## src/rtl/pwm_ramp_ctrl.sv

```systemverilog
// PWM counter/comparator with a handshake-loaded target duty that is approached
// one LSB per STEP_PERIODS periods, duty changes landing only on period wraps.
module pwm_ramp_ctrl #(
  parameter int WIDTH        = 4,
  parameter int STEP_PERIODS = 2
) (
  input  logic             clk,
  input  logic             rst,
  input  logic             enable,
  input  logic [WIDTH-1:0] tgt_duty,
  input  logic             tgt_valid,
  output logic             tgt_ready,
  output logic [WIDTH-1:0] duty,
  output logic             busy,
  output logic             period_end,
  output logic             pwm_out
);
  localparam int PW = $clog2(STEP_PERIODS) + 1;

  typedef enum logic {IDLE, RAMP} state_t;

  state_t           state_q, state_d;
  logic [WIDTH-1:0] cnt_q, cnt_d;
  logic [WIDTH-1:0] duty_q, duty_d;
  logic [WIDTH-1:0] target_q, target_d;
  logic [PW-1:0]    pcnt_q, pcnt_d;
  logic [WIDTH-1:0] duty_step;

  assign period_end = enable & (cnt_q == {WIDTH{1'b1}});
  assign pwm_out    = enable & (cnt_q < duty_q);
  assign duty       = duty_q;
  assign tgt_ready  = (state_q == IDLE);
  assign busy       = (state_q == RAMP);

  // Target is never beyond the range, so stepping toward it cannot wrap.
  assign duty_step = (target_q > duty_q) ? duty_q + WIDTH'(1) : duty_q - WIDTH'(1);

  always_comb begin
    state_d  = state_q;
    duty_d   = duty_q;
    target_d = target_q;
    pcnt_d   = pcnt_q;
    cnt_d    = enable ? cnt_q + WIDTH'(1) : '0;
    case (state_q)
      IDLE: begin
        if (tgt_valid) begin
          target_d = tgt_duty;
          pcnt_d   = '0;
          if (tgt_duty != duty_q) state_d = RAMP;
        end
      end
      RAMP: begin
        // Steps coincide with the counter wrap so each period sees one duty.
        if (period_end) begin
          if (pcnt_q == PW'(STEP_PERIODS - 1)) begin
            pcnt_d = '0;
            duty_d = duty_step;
            if (duty_step == target_q) state_d = IDLE;
          end else begin
            pcnt_d = pcnt_q + PW'(1);
          end
        end
      end
      default: state_d = IDLE;
    endcase
  end

  always_ff @(posedge clk) begin
    if (rst) begin
      state_q  <= IDLE;
      cnt_q    <= '0;
      duty_q   <= '0;
      target_q <= '0;
      pcnt_q   <= '0;
    end else begin
      state_q  <= state_d;
      cnt_q    <= cnt_d;
      duty_q   <= duty_d;
      target_q <= target_d;
      pcnt_q   <= pcnt_d;
    end
  end
endmodule

```

## config.mk

```make
export PLATFORM = sky130hd
export DESIGN_NAME = pwm_ramp_ctrl
export DESIGN_NICKNAME = d
export VERILOG_FILES = /design/src/rtl/pwm_ramp_ctrl.sv
export SDC_FILE = /design/constraint.sdc
export NUM_CORES = 1
export LEC_CHECK = 0
export BUFFER_PORTS_ARGS = -buffer_cell sky130_fd_sc_hd__buf_2
export CELL_PAD_IN_SITES_DETAIL_PLACEMENT = 1
export CELL_PAD_IN_SITES_GLOBAL_PLACEMENT = 2
export CORE_UTILIZATION = 35
export DETAILED_ROUTE_END_ITERATION = 8
export PLACE_DENSITY_LB_ADDON = 0.05
export SYNTH_ARGS = -nofsm -noshare
export SYNTH_HDL_FRONTEND = slang
export SYNTH_SLANG_ARGS = --single-unit
```

## constraint.sdc

```tcl
create_clock -name clk -period 5.5 [get_ports clk]
set_input_delay 1.1 -clock clk [delete_from_list [all_inputs] [get_ports clk]]
set_output_delay 1.1 -clock clk [all_outputs]
set_load 0.01 [all_outputs]
```

==> results by stage, run 1 <==
Outcome:
- The run finished with clean final reports.

Logic synthesis:
- Counting every net in the synthesized netlist gives 127.
- The top-area cell type share of the netlist area is 31.0%.
- The number of synthesized register bits is 15.
- For this run, the number of Yosys warnings is 0.
- The top cell type by total area after synthesis is sky130_fd_sc_hd__dfxtp_1.
- The mapped netlist covers 967 µm².
- In the synthesized netlist, the number of instances is 108.
- The share of the yosys chip area belonging to registers is 31.0%.
- By area the synthesized netlist is led by sky130_fd_sc_hd__dfxtp_1, sky130_fd_sc_hd__ha_1, sky130_fd_sc_hd__xnor2_1.
- The synthesized netlist contains 31 unique library cells.
- The post-synthesis area per instance is 8.96 µm².

Routing:
- For this block, the initial DRC count from the detailed router was 7.
- The total via count in the routed design is 806.
- The routed length per instance is 14.7 µm.
- The detailed-route wire length is 2.27 mm.
- The first TritonRoute pass finished after 4 iterations.
- The number of nets with antenna violations after detailed routing is 0.
- In the routed layout, each cell is associated on average with a via count of 5.20.
- The post-route DRC violation count is 0.

Timing:
- The minimum clock period after layout is 3060 ps.
- The summed negative setup slack over all endpoints is 0 ps.
- On the final layout, the worst clock skew is 6.61 ps.
- The measured slew at the worst slew-check pin is 429 ps.
- The fraction of the cycle the final worst path needs is 55.6%.
- Setup repair after global routing left no endpoint under its margin.
- The number of pins exceeding their max-slew limit in the final report was 0.
- Across all hold checks on the routed design, the worst slack comes to 462 ps.
- Timing would allow up to 0.327 GHz.
- The number of failing setup endpoints in the final timing report is 0.
- The number of hold violations in the final report is 0.
- The tightest slew margin relative to the limit is 71.4%.

Placed design:
- The HPWL after detailed placement is 1.86 mm.
- The congestion estimate from routability-driven global placement came to 0.760.
- The placed instances occupy a cell area of 1060 µm².
- Buffers placed on the I/O ports in this run total 15.

Layout:
- The fraction of layout cells with a size suffix above 1 is 19.2%.
- At the end of the flow the core is filled with cells to 42.9%.
- After routing the design area is 1090 µm².
- The number of antenna diodes in the final layout is 0.
- For this run, the post-layout net count is 145.
- From synthesis to final layout, the design area changed by 12.8%.

Die:
- The area of the core is 2540 µm².
- 16 I/O pins were placed.
- The standard-cell row count is 18.
- The area of the die is 2980 µm².
- The width of the chip is 54.6 µm.
- For this configuration, the core starts out at a cell density of 38.0%.
- The die is 54.6 µm tall.

Job:
- The tool flagged a number of max-cap violations equal to 0.

Critical path:
- The register-to-register setup slack is 2440 ps.
- In this run the worst path has a maximum fanout of 5.
- The data arrival time of the critical path is 3250 ps.
- Data on the critical path is required at its endpoint by 5690 ps.
- The endpoint kind of the worst setup timing path is a register.
- The category of the worst setup path launch point is a register.
- The kind of critical path is reg -> reg.

Clocking:
- The CTS clock-pin slew for the worst setup and hold paths is 100 ps.
- The number of clock sinks is 15.
- The number of buffers created by CTS is 3.
- The maximum number of buffers from clock root to sink is 2.
- The number of gates resized after CTS was 0.
- The clock latency on the worst-skew pair is 290 ps.
- The cts-stage hold buffer count is 0.
- TritonCTS built the clock tree.
- The tree is rooted in a sky130_fd_sc_hd__clkbuf_4.
- The H-tree depth is 1.
- Once the clock tree was built, the setup fixing pass inserted 0 buffers.

Pwr:
- After layout, the design draws a total of 0.224 mW.
- The sequential power share is 51.4%.
- The internal power of the cells totals 0.158 mW.
- Combinational logic burns 18.7% of the power.
- The areal power density over the cells is 205 nW/µm².
- The analysis attributes to net switching a power of 0.0658 mW.
- The fraction of power spent switching nets is 29.4%.
- Of the total power, the clock network draws 29.9%.
- IR analysis of the VDD net gives a maximum drop of 116 µV.
- The leakage component of the power is 0.532 nW.

GRT:
- The via count of the first global-routing pass is 810.
- The initial antenna violation count is 0.
- In the global route stage, overall resource usage came out at 17.9%.
- Summed over all layers, the global routing overflow is 0.
- The first global-routing pass estimated 3.67 mm of wire.
- The pin count of the biggest net entering global routing is 12.

Hold path:
- The type of the worst min-delay path is reg -> reg.
## power by group through the flow
stage,clock [mW],combinational [mW],sequential (mW)
final,0.0669,0.0419,0.115
after global routing,0.0739,0.0468,0.116
after CTS,0.0684,0.0422,0.115
after detailed placement,0,0.0418,0.118
after global placement,0,0.0410,0.118
after floorplan,0,0.0302,0.117
## synth_stat cells
cell type                   count
sky130_fd_sc_hd__fa_1           1
sky130_fd_sc_hd__nand3_1        3
sky130_fd_sc_hd__and3_1         1
sky130_fd_sc_hd__a21o_1         3
sky130_fd_sc_hd__and3b_1        1
sky130_fd_sc_hd__inv_1          9
sky130_fd_sc_hd__nor4b_1        1
sky130_fd_sc_hd__ha_1          10
sky130_fd_sc_hd__nor2b_1        1
sky130_fd_sc_hd__a31oi_1        1
sky130_fd_sc_hd__clkbuf_1       1
sky130_fd_sc_hd__and3b_4        1
sky130_fd_sc_hd__o21ai_0        3
sky130_fd_sc_hd__xor2_1         2
sky130_fd_sc_hd__xnor2_1        9
sky130_fd_sc_hd__buf_6          1
sky130_fd_sc_hd__a21oi_1        9
sky130_fd_sc_hd__mux2i_1        1
sky130_fd_sc_hd__dfxtp_1       15
sky130_fd_sc_hd__and4_1         1
sky130_fd_sc_hd__or3_4          1
sky130_fd_sc_hd__o211a_1        1
sky130_fd_sc_hd__nand4_1        2
sky130_fd_sc_hd__a21oi_2        1
sky130_fd_sc_hd__o21ai_1        1
sky130_fd_sc_hd__nor2_1        12
sky130_fd_sc_hd__a2111oi_4      1
sky130_fd_sc_hd__a21boi_0       1
sky130_fd_sc_hd__mux2_4         1
sky130_fd_sc_hd__nand4b_4       1
sky130_fd_sc_hd__nand2_1       12
## registers in the layout (all words and copies together) (netlist names)
signal and cells:
target_q 4, busy 1, duty 4, pcnt_q 2, cnt_q 4
## metal layers
metal	track usage [%]	up-vias	routed length [µm]
met2	29.3	11	1070
met5	0	-	0
met3	3.33	5	59
met4	6.41	0	39
li1	-	404	-
met1	23.2	386	1110
## final timing paths
kind	startpoint	endpoint	depth (start not counted)
max	duty[2]	duty[3]	12
min	target_q[0]	target_q[0]	2
max reg2reg	duty[2]	duty[3]	12
min reg2reg	target_q[0]	target_q[0]	2
## layout by cell type (no fill, tap or decap), drive strengths merged
cell type   n
a21o        3
nand4b      1
a31oi       1
a21oi      10
nand4       2
nor2       12
nor2b       1
or3         1
a21boi      1
buf        15
and3b       2
xnor2       9
xor2        2
mux2        1
nor4b       1
clkbuf      4
dfxtp      15
fa          1
o21ai       4
ha         10
nand2      12
inv         9
mux2i       1
a2111oi     1
and3        1
o211a       1
nand3       3
and4        1
## worst max-delay path, stage by stage, from the launching register on
cell                        delay, ps
sky130_fd_sc_hd__dfxtp_1          460
sky130_fd_sc_hd__inv_1            110
sky130_fd_sc_hd__ha_1             370
sky130_fd_sc_hd__and3b_4          220
sky130_fd_sc_hd__a2111oi_4        370
sky130_fd_sc_hd__nor2_1           130
sky130_fd_sc_hd__inv_1            100
sky130_fd_sc_hd__ha_1             220
sky130_fd_sc_hd__a21o_1           180
sky130_fd_sc_hd__a21oi_1          170
sky130_fd_sc_hd__o21ai_1          140
sky130_fd_sc_hd__a21oi_2          170
sky130_fd_sc_hd__mux2_4           300
## through the flow
| step | instances | setup WS [ps] |
|---|---|---|
| CTS | 155 | 2440 |
| global placement | 151 | 2520 |
| floorplan | 108 | 2670 |
| finish | 155 | 2440 |
| detailed placement | 151 | 2460 |
| global route | 155 | 2220 |
## cells by family after synthesis
| kind of cell | share of synthesized area (%) |
|---|---|
| AND/OR/NAND/NOR | 21.1 |
| AO/OA/AOI/OAI | 15.3 |
| adder cells (fa/ha/maj) | 15.0 |
| buffers and inverters | 5.04 |
| flip-flops | 31.0 |
| XOR/XNOR | 9.96 |
| multiplexers | 2.59 |
## final cells by class
type / instances / area (µm²)
clock buffer: 4 / 26.3
inverter: 9 / 33.8
tap: 30 / 37.5
sequential: 15 / 300
fill: 323 / 1450
multi-input combinational: 82 / 618
timing repair buffer: 15 / 75.1
No activity file was read; power rests on OpenSTA's default activity.
==> inputs of run 2 (changes only) <==
Settings changed: CORE_UTILIZATION 35 to 30.
Clock period 5.5 ns to 2.7 ns, I/O delays scaled along.
==> results by stage, run 2 (synthesis gave the netlist of run 1 again) <==
Clocking:
- The cts-stage hold buffer count is 0 (unchanged).
- The number of clock sinks is 15 (unchanged).
- The maximum number of buffers from clock root to sink is 2 (unchanged).
- The root buffer cell is sky130_fd_sc_hd__clkbuf_4.
- The number of buffers created by CTS is 3 (unchanged).
- The CTS clock-pin slew for the worst setup and hold paths came to 100 ps (about the same).
- The H-tree depth is 1 (unchanged).
- TritonCTS built the clock tree.
- The clock latency on the worst-skew pair is 290 ps (about the same).

Timing:
- The fraction of the cycle the final worst path needs is 96.4% (+41 points).
- The number of hold violations in the final report is 0 (unchanged).
- The minimum clock period after layout is 2600 ps (-456 ps).
- The number of failing setup endpoints in the final timing report came to 0 (unchanged).
- The number of pins exceeding their max-slew limit in the final report is 0 (unchanged).
- The worst clock skew is 4.14 ps (-2.47 ps).
- The measured slew at the worst slew-check pin is 454 ps (+25.2 ps).
- The tightest slew margin relative to the limit was 69.7% (-1.7 points).
- The maximum clock frequency came to 0.384 GHz (+18%).

Pwr:
- The areal power density over the cells is 390 nW/µm² (+90%).
- The peak supply drop is 158 µV (+36%).
- The leakage component of the power was 0.595 nW (+12%).

Critical path:
- The register-to-register setup slack is 100 ps (-2340 ps).
- The source of the critical timing path is target_q[1].
- The kind of critical path is reg -> reg.
- The launch instance of the worst register-to-register path is target_q[1].
- The data arrival time of the critical path is 2790 ps (-460 ps).
- The worst reg-to-reg path cell count came to 11 (-1).
- The data required time at the worst endpoint is 2890 ps (-2800 ps).
- The largest driver fanout on the critical path is 2 (-3).
- The worst setup path is captured at a register.
- In this run the critical register-to-register path is captured at duty[3].
- The category of the worst setup path launch point is a register.
- The most critical setup path has its endpoint at duty[3].

Layout:
- The relative area change from synthesis to final layout is 27.9%.
- The number of standard cells in the layout, taps in and fillers out was 180 (+16%).
- The area of combinational cells with multiple inputs was 657 µm² (+6.3%).
- Leaving out fill and tap cells, the most frequent cell in the layout is sky130_fd_sc_hd__buf_2.
- The fraction of layout cells with a size suffix above 1 is 34.6% (+15 points).
- The layout net count came to 156 (+7.6%).
- The antenna diode instance count is 0 (unchanged).
- The total area of sequential cells was 308 µm² (+2.5%).
- In the layout the commonest cells are sky130_fd_sc_hd__buf_2, sky130_fd_sc_hd__nand2_1, sky130_fd_sc_hd__nor2_1, sky130_fd_sc_hd__dfxtp_1, sky130_fd_sc_hd__buf_4.
- The number of fillers in the final layout is 384 (+19%).
- The end-of-flow core utilization is 40.5% (-2.3 points).

GRT:
- The total congestion overflow is 0 (unchanged).
- The pin count of the biggest net entering global routing was 12 (unchanged).
- The overall track demand over capacity in global routing came to 16.5% (-1.4 points).
- met2 is the most crowded layer.
- The initial antenna violation count is 0 (unchanged).
- The global-route track usage on met3 is 5.27% (+1.9 points).
- The via count of the first global-routing pass is 852 (+5.2%).
- The met1 track demand over resource is 21.5% (-1.7 points).
- The first-pass GRT wire length came to 4.13 mm (+12%).
- The met2 track utilization from global routing is 26.9% (-2.3 points).

Placed design:
- The quantity of I/O buffers inserted on ports is 15 (unchanged).
- The post-DP HPWL is 2.01 mm (+7.9%).
- The placer congestion estimate is 0.783 (+3.0%).
- The instance count after placement with tap cells included was 174 (+15%).

Routing:
- The post-route DRC violation count is 0 (unchanged).
- The length of the first detailed-routing pass in iterations is 2 (-2).
- The number of nets with antenna violations after detailed routing was 0 (unchanged).
- The total via count in the routed design is 834 (+3.5%).
- The detailed-route wire length is 2.59 mm (+14%).
- The routed length per instance is 14.4 µm (-1.9%).
- The number of violations reported at the end of detailed-routing iteration 0 is 21 (+14).
- The via-per-instance ratio was 4.63 (-11%).

Die:
- The area of the core is 3050 µm² (+20%).
- The number of placed I/O pins came to 16 (unchanged).
- The die height came to 58.8 µm (+7.7%).
- The initial standard-cell utilization of the core came to 31.7% (-6.3 points).
- The standard-cell row count came to 20 (+2).
- The area of the die is 3460 µm² (+16%).
- The width of the chip is 58.8 µm (+7.7%).

Job:
- The max-cap violation count was 0 (unchanged).

Outcome:
- The run finished with clean final reports.

Hold path:
- The worst hold path belongs to the class reg -> reg.
-- run 2: layout make-up --
cell class                      instances  share of cell area (%)
Clock buffer                            4                    2.12
Inverter                                9                    2.73
Multi-Input combinational cell         82                    53.1
Sequential cell                        15                    24.9
Tap cell                               44                    4.45
Timing Repair Buffer                   26                    12.7
-- run 2: worst min path at each step --
| stage | start | to | slack [ps] | cells past startpoint |
|---|---|---|---|---|
| global placement | target_q[0] | target_q[0] | 450 | 2 |
| floorplan | cnt_q[0] | cnt_q[0] | 430 | 1 |
| CTS | target_q[0] | target_q[0] | 480 | 2 |
| global route | tgt_duty[3] | target_q[3] | 490 | 3 |
| detailed placement | cnt_q[0] | cnt_q[0] | 460 | 1 |
| finish | target_q[0] | target_q[0] | 470 | 2 |
-- run 2: critical path, stage by stage, from the launching register on --
cell,delay [ps]
sky130_fd_sc_hd__dfxtp_1,430
sky130_fd_sc_hd__ha_4,240
sky130_fd_sc_hd__and3b_4,180
sky130_fd_sc_hd__a2111oi_4,360
sky130_fd_sc_hd__nor2_2,90
sky130_fd_sc_hd__inv_1,100
sky130_fd_sc_hd__ha_1,230
sky130_fd_sc_hd__a21o_1,190
sky130_fd_sc_hd__a21oi_2,150
sky130_fd_sc_hd__o21ai_2,90
sky130_fd_sc_hd__a21oi_2,150
sky130_fd_sc_hd__mux2_4,300
-- run 2: layer usage --
metal | vias up | share of wire, %
li1 | 427 | -
met1 | 394 | 48
met5 | - | 0
met4 | 0 | 0.62
met3 | 2 | 3.1
met2 | 11 | 48
-- run 2: repair_timing --
action | 4_1_cts | 5_1_grt
gates resized for setup | 2 | 8
setup endpoints to repair | 2 | 2
buffers inserted | 1 | 1
pin swaps | 7 | 8
gates cloned | 0 | 0
-- run 2: where the power goes --
group | total [mW] | leakage, nW | switching [mW] | internal [mW]
Combinational | 0.111 | 0.456 | 0.0558 | 0.0548
Clock | 0.138 | 0.0150 | 0.0805 | 0.0575
Sequential | 0.234 | 0.124 | 0.00792 | 0.226
-- run 2: metrics by stage --
step | hold WS (ps) | setup WS [ps] | total power, mW | setup TNS [ps] | instance area, µm²
global route | 488 | -42.5 | 0.516 | -83.5 | 1240
detailed placement | 459 | -13.7 | 0.338 | -13.7 | 1170
floorplan | 427 | 1.75 | 0.301 | 0 | 985
global placement | 446 | 48.0 | 0.336 | 0 | 1170
CTS | 480 | 12.8 | 0.484 | 0 | 1210
finish | 473 | 96.4 | 0.483 | 0 | 1240
==> inputs of run 3 (changes only) <==
Settings changed: GPL_TIMING_DRIVEN set to 0.
==> results by stage, run 3 (synthesis gave the netlist of run 1 again) <==
Outcome:
- The run finished, with violations left.
- The final reports fail on setup timing.

GRT:
- The overall track demand over capacity in global routing is 16.2% (-0.34 points).
- The first-pass GRT wire length was 3.98 mm (-3.5%).
- The via count of the first global-routing pass is 830 (-2.6%).
- The total congestion overflow is 0 (unchanged).
- The pin count of the biggest net entering global routing is 11 (-1).
- The initial antenna violation count is 0 (unchanged).

Critical path:
- The startpoint identified for the worst register-to-register timing path is duty[1].
- The register-to-register setup slack came to -30 ps (-120 ps).
- The number of buffer and inverter instances along the worst setup path is 1 (unchanged).
- The highest cell delay on the worst timing path is 560 ps (+130 ps).
- The endpoint kind of the worst setup timing path is a register.
- The data required time at the worst endpoint was 2890 ps (about the same).
- The worst register-to-register path ends at busy.
- Among cell families on the critical path, the largest total delay comes from adder cells.
- The worst reg-to-reg path cell count was 11 (unchanged).
- The worst setup path is launched from a register.
- The slowest cell on the critical path is sky130_fd_sc_hd__fa_1.
- The largest driver fanout on the critical path is 3 (+1).
- Traced cell by cell, the critical path runs through inv_4 > ha_4 > and3b_4 > a2111oi_4 > nor2_2 > fa_1 > xnor2_2 > nor4b_2 > nand3_1 > a21oi_2 > a31oi_1.
- The data arrival time of the critical path was 2920 ps (+130 ps).
- The kind of critical path is reg -> reg.

Clocking:
- The root buffer cell is sky130_fd_sc_hd__clkbuf_4.
- The number of clock sinks came to 15 (unchanged).
- The number of buffers created by CTS is 3 (unchanged).
- The clock latency on the worst-skew pair came to 300 ps (about the same).
- The H-tree depth came to 1 (unchanged).
- The clock tree from TritonCTS is built.
- The CTS clock-pin slew for the worst setup and hold paths is 110 ps (about the same).
- The maximum number of buffers from clock root to sink is 2 (unchanged).

Layout:
- The top cell types in the final layout, fill and taps aside, are sky130_fd_sc_hd__buf_2, sky130_fd_sc_hd__nand2_1, sky130_fd_sc_hd__nor2_1, sky130_fd_sc_hd__dfxtp_1, sky130_fd_sc_hd__xnor2_1.
- From synthesis to final layout, the design area changed by 30.8%.
- The antenna diode instance count is 0 (unchanged).
- The most common cell after layout, fill and taps aside is sky130_fd_sc_hd__buf_2.
- The end-of-flow core utilization came to 41.4% (+0.90 points).
- The final non-filler cell area was 1260 µm² (+2.2%).
- The fraction of layout cells with a size suffix above 1 is 37.3% (+2.8 points).
- The layout net count is 154 (-1.3%).

Timing:
- The maximum clock frequency was 0.367 GHz (-4.5%).
- Setup repair after global routing could not meet its margin everywhere.
- The minimum clock period after layout is 2730 ps (+122 ps).
- The number of hold violations in the final report is 0 (unchanged).
- The measured slew at the worst slew-check pin was 460 ps (+5.74 ps).
- The tightest slew margin relative to the limit is 69.3% (-0.38 points).
- The fraction of the cycle the final worst path needs is 101% (+4.5 points).
- The number of failing setup endpoints in the final timing report was 1 (+1).
- The worst setup slack after layout is -25.4 ps (-122 ps).
- The number of pins exceeding their max-slew limit in the final report was 0 (unchanged).
- The worst clock skew is 5.55 ps (+1.41 ps).

Routing:
- The total via count in the routed design is 823 (-1.3%).
- The number of violations reported at the end of detailed-routing iteration 0 is 7 (-67%).
- The post-route DRC violation count came to 0 (unchanged).
- The via-per-instance ratio came to 4.62 (-0.21%).
- The routed length per instance is 14.1 µm (-1.6%).
- The length of the first detailed-routing pass in iterations is 3 (+1).
- The number of nets with antenna violations after detailed routing is 0 (unchanged).
- The detailed-route wire length is 2.52 mm (-2.7%).

Pwr:
- The areal power density over the cells is 385 nW/µm² (-1.2%).
- The peak supply drop came to 179 µV (+14%).
- The leakage component of the power is 0.590 nW (-0.82%).
- The overall power of the completed layout is 0.487 mW (+0.95%).

Placed design:
- The quantity of I/O buffers inserted on ports came to 15 (unchanged).
- The post-detailed-placement cell area is 1110 µm² (-4.5%).
- The post-DP HPWL came to 1.84 mm (-8.3%).
- The placer congestion estimate is 0.695 (-11%).

Die:
- The width of the chip is 58.8 µm (unchanged).
- The area of the core is 3050 µm² (unchanged).
- The standard-cell row count is 20 (unchanged).
- The area of the die is 3460 µm² (unchanged).
- The number of placed I/O pins is 16 (unchanged).
- The initial standard-cell utilization of the core is 31.7% (unchanged).
- The die height was 58.8 µm (unchanged).

Job:
- The max-cap violation count was 0 (unchanged).

Hold path:
- The worst hold path belongs to the class reg -> reg.
- The worst hold path begins at target_q[0].
- The worst hold path depth is 2 (unchanged).
- The end of the worst hold path is target_q[0].
run 3: changes by cell type in the layout (fill, tap and decap cells not counted), sizes merged:
cell	previous run	this run
buf	26	23
clkbuf	4	5
run 3: area by class of cell:
type / count / area, µm²
Multi-Input combinational cell: 82 / 687
Buffer: 2 / 15.0
Sequential cell: 15 / 315
Timing Repair Buffer: 22 / 128
Tap cell: 44 / 55.1
Inverter: 9 / 38.8
Clock buffer: 4 / 26.3
Fill cell: 369 / 1790
run 3: worst max path at each step:
stage / start / end / slack [ps] / depth (start not counted)
2_1_floorplan: duty[1] / duty[3] / 2 / 12
5_1_grt: duty[1] / busy / -160 / 11
6_report: duty[1] / busy / -30 / 11
4_1_cts: duty[1] / duty[3] / 20 / 12
3_5_place_dp: duty[1] / duty[3] / -210 / 12
3_3_place_gp: duty[1] / duty[3] / -190 / 12
run 3: routing by layer:
metal | part of all wire (%) | GRT usage (%)
met5 | 0 | 0
met3 | 3.3 | 4.62
met1 | 48 | 19.6
met4 | 1.5 | 7.14
met2 | 47 | 26.6
run 3: repair_timing:
item / in CTS / in global routing
setup buffers: 3 / 4
resized for setup: 6 / 14
setup endpoints to repair: 2 / 2
hold buffers: 0 / 0
pin swaps: 2 / 11
cloned: 0 / 0
run 3: through the flow:
stage | TNS (ps) | setup slack [ps] | hold slack [ps] | std cells
after global placement | -301 | -194 | 446 | 167
final | -25.4 | -25.4 | 464 | 178
after floorplan | 0 | 1.75 | 427 | 108
after detailed placement | -322 | -214 | 453 | 167
after CTS | 0 | 19.2 | 467 | 174
after global routing | -183 | -159 | 493 | 178
run 3: tightest hold or removal path, cell delays in order, from the launching register on:
cell and delay, ps:
sky130_fd_sc_hd__dfxtp_1 320, sky130_fd_sc_hd__nand2_1 50, sky130_fd_sc_hd__a21oi_1 50
run 3: power by group:
part	internal, mW	leakage [nW]	switching [mW]
registers	0.225	0.126	0.00858
clock network	0.0576	0.0150	0.0866
logic	0.0541	0.449	0.0560
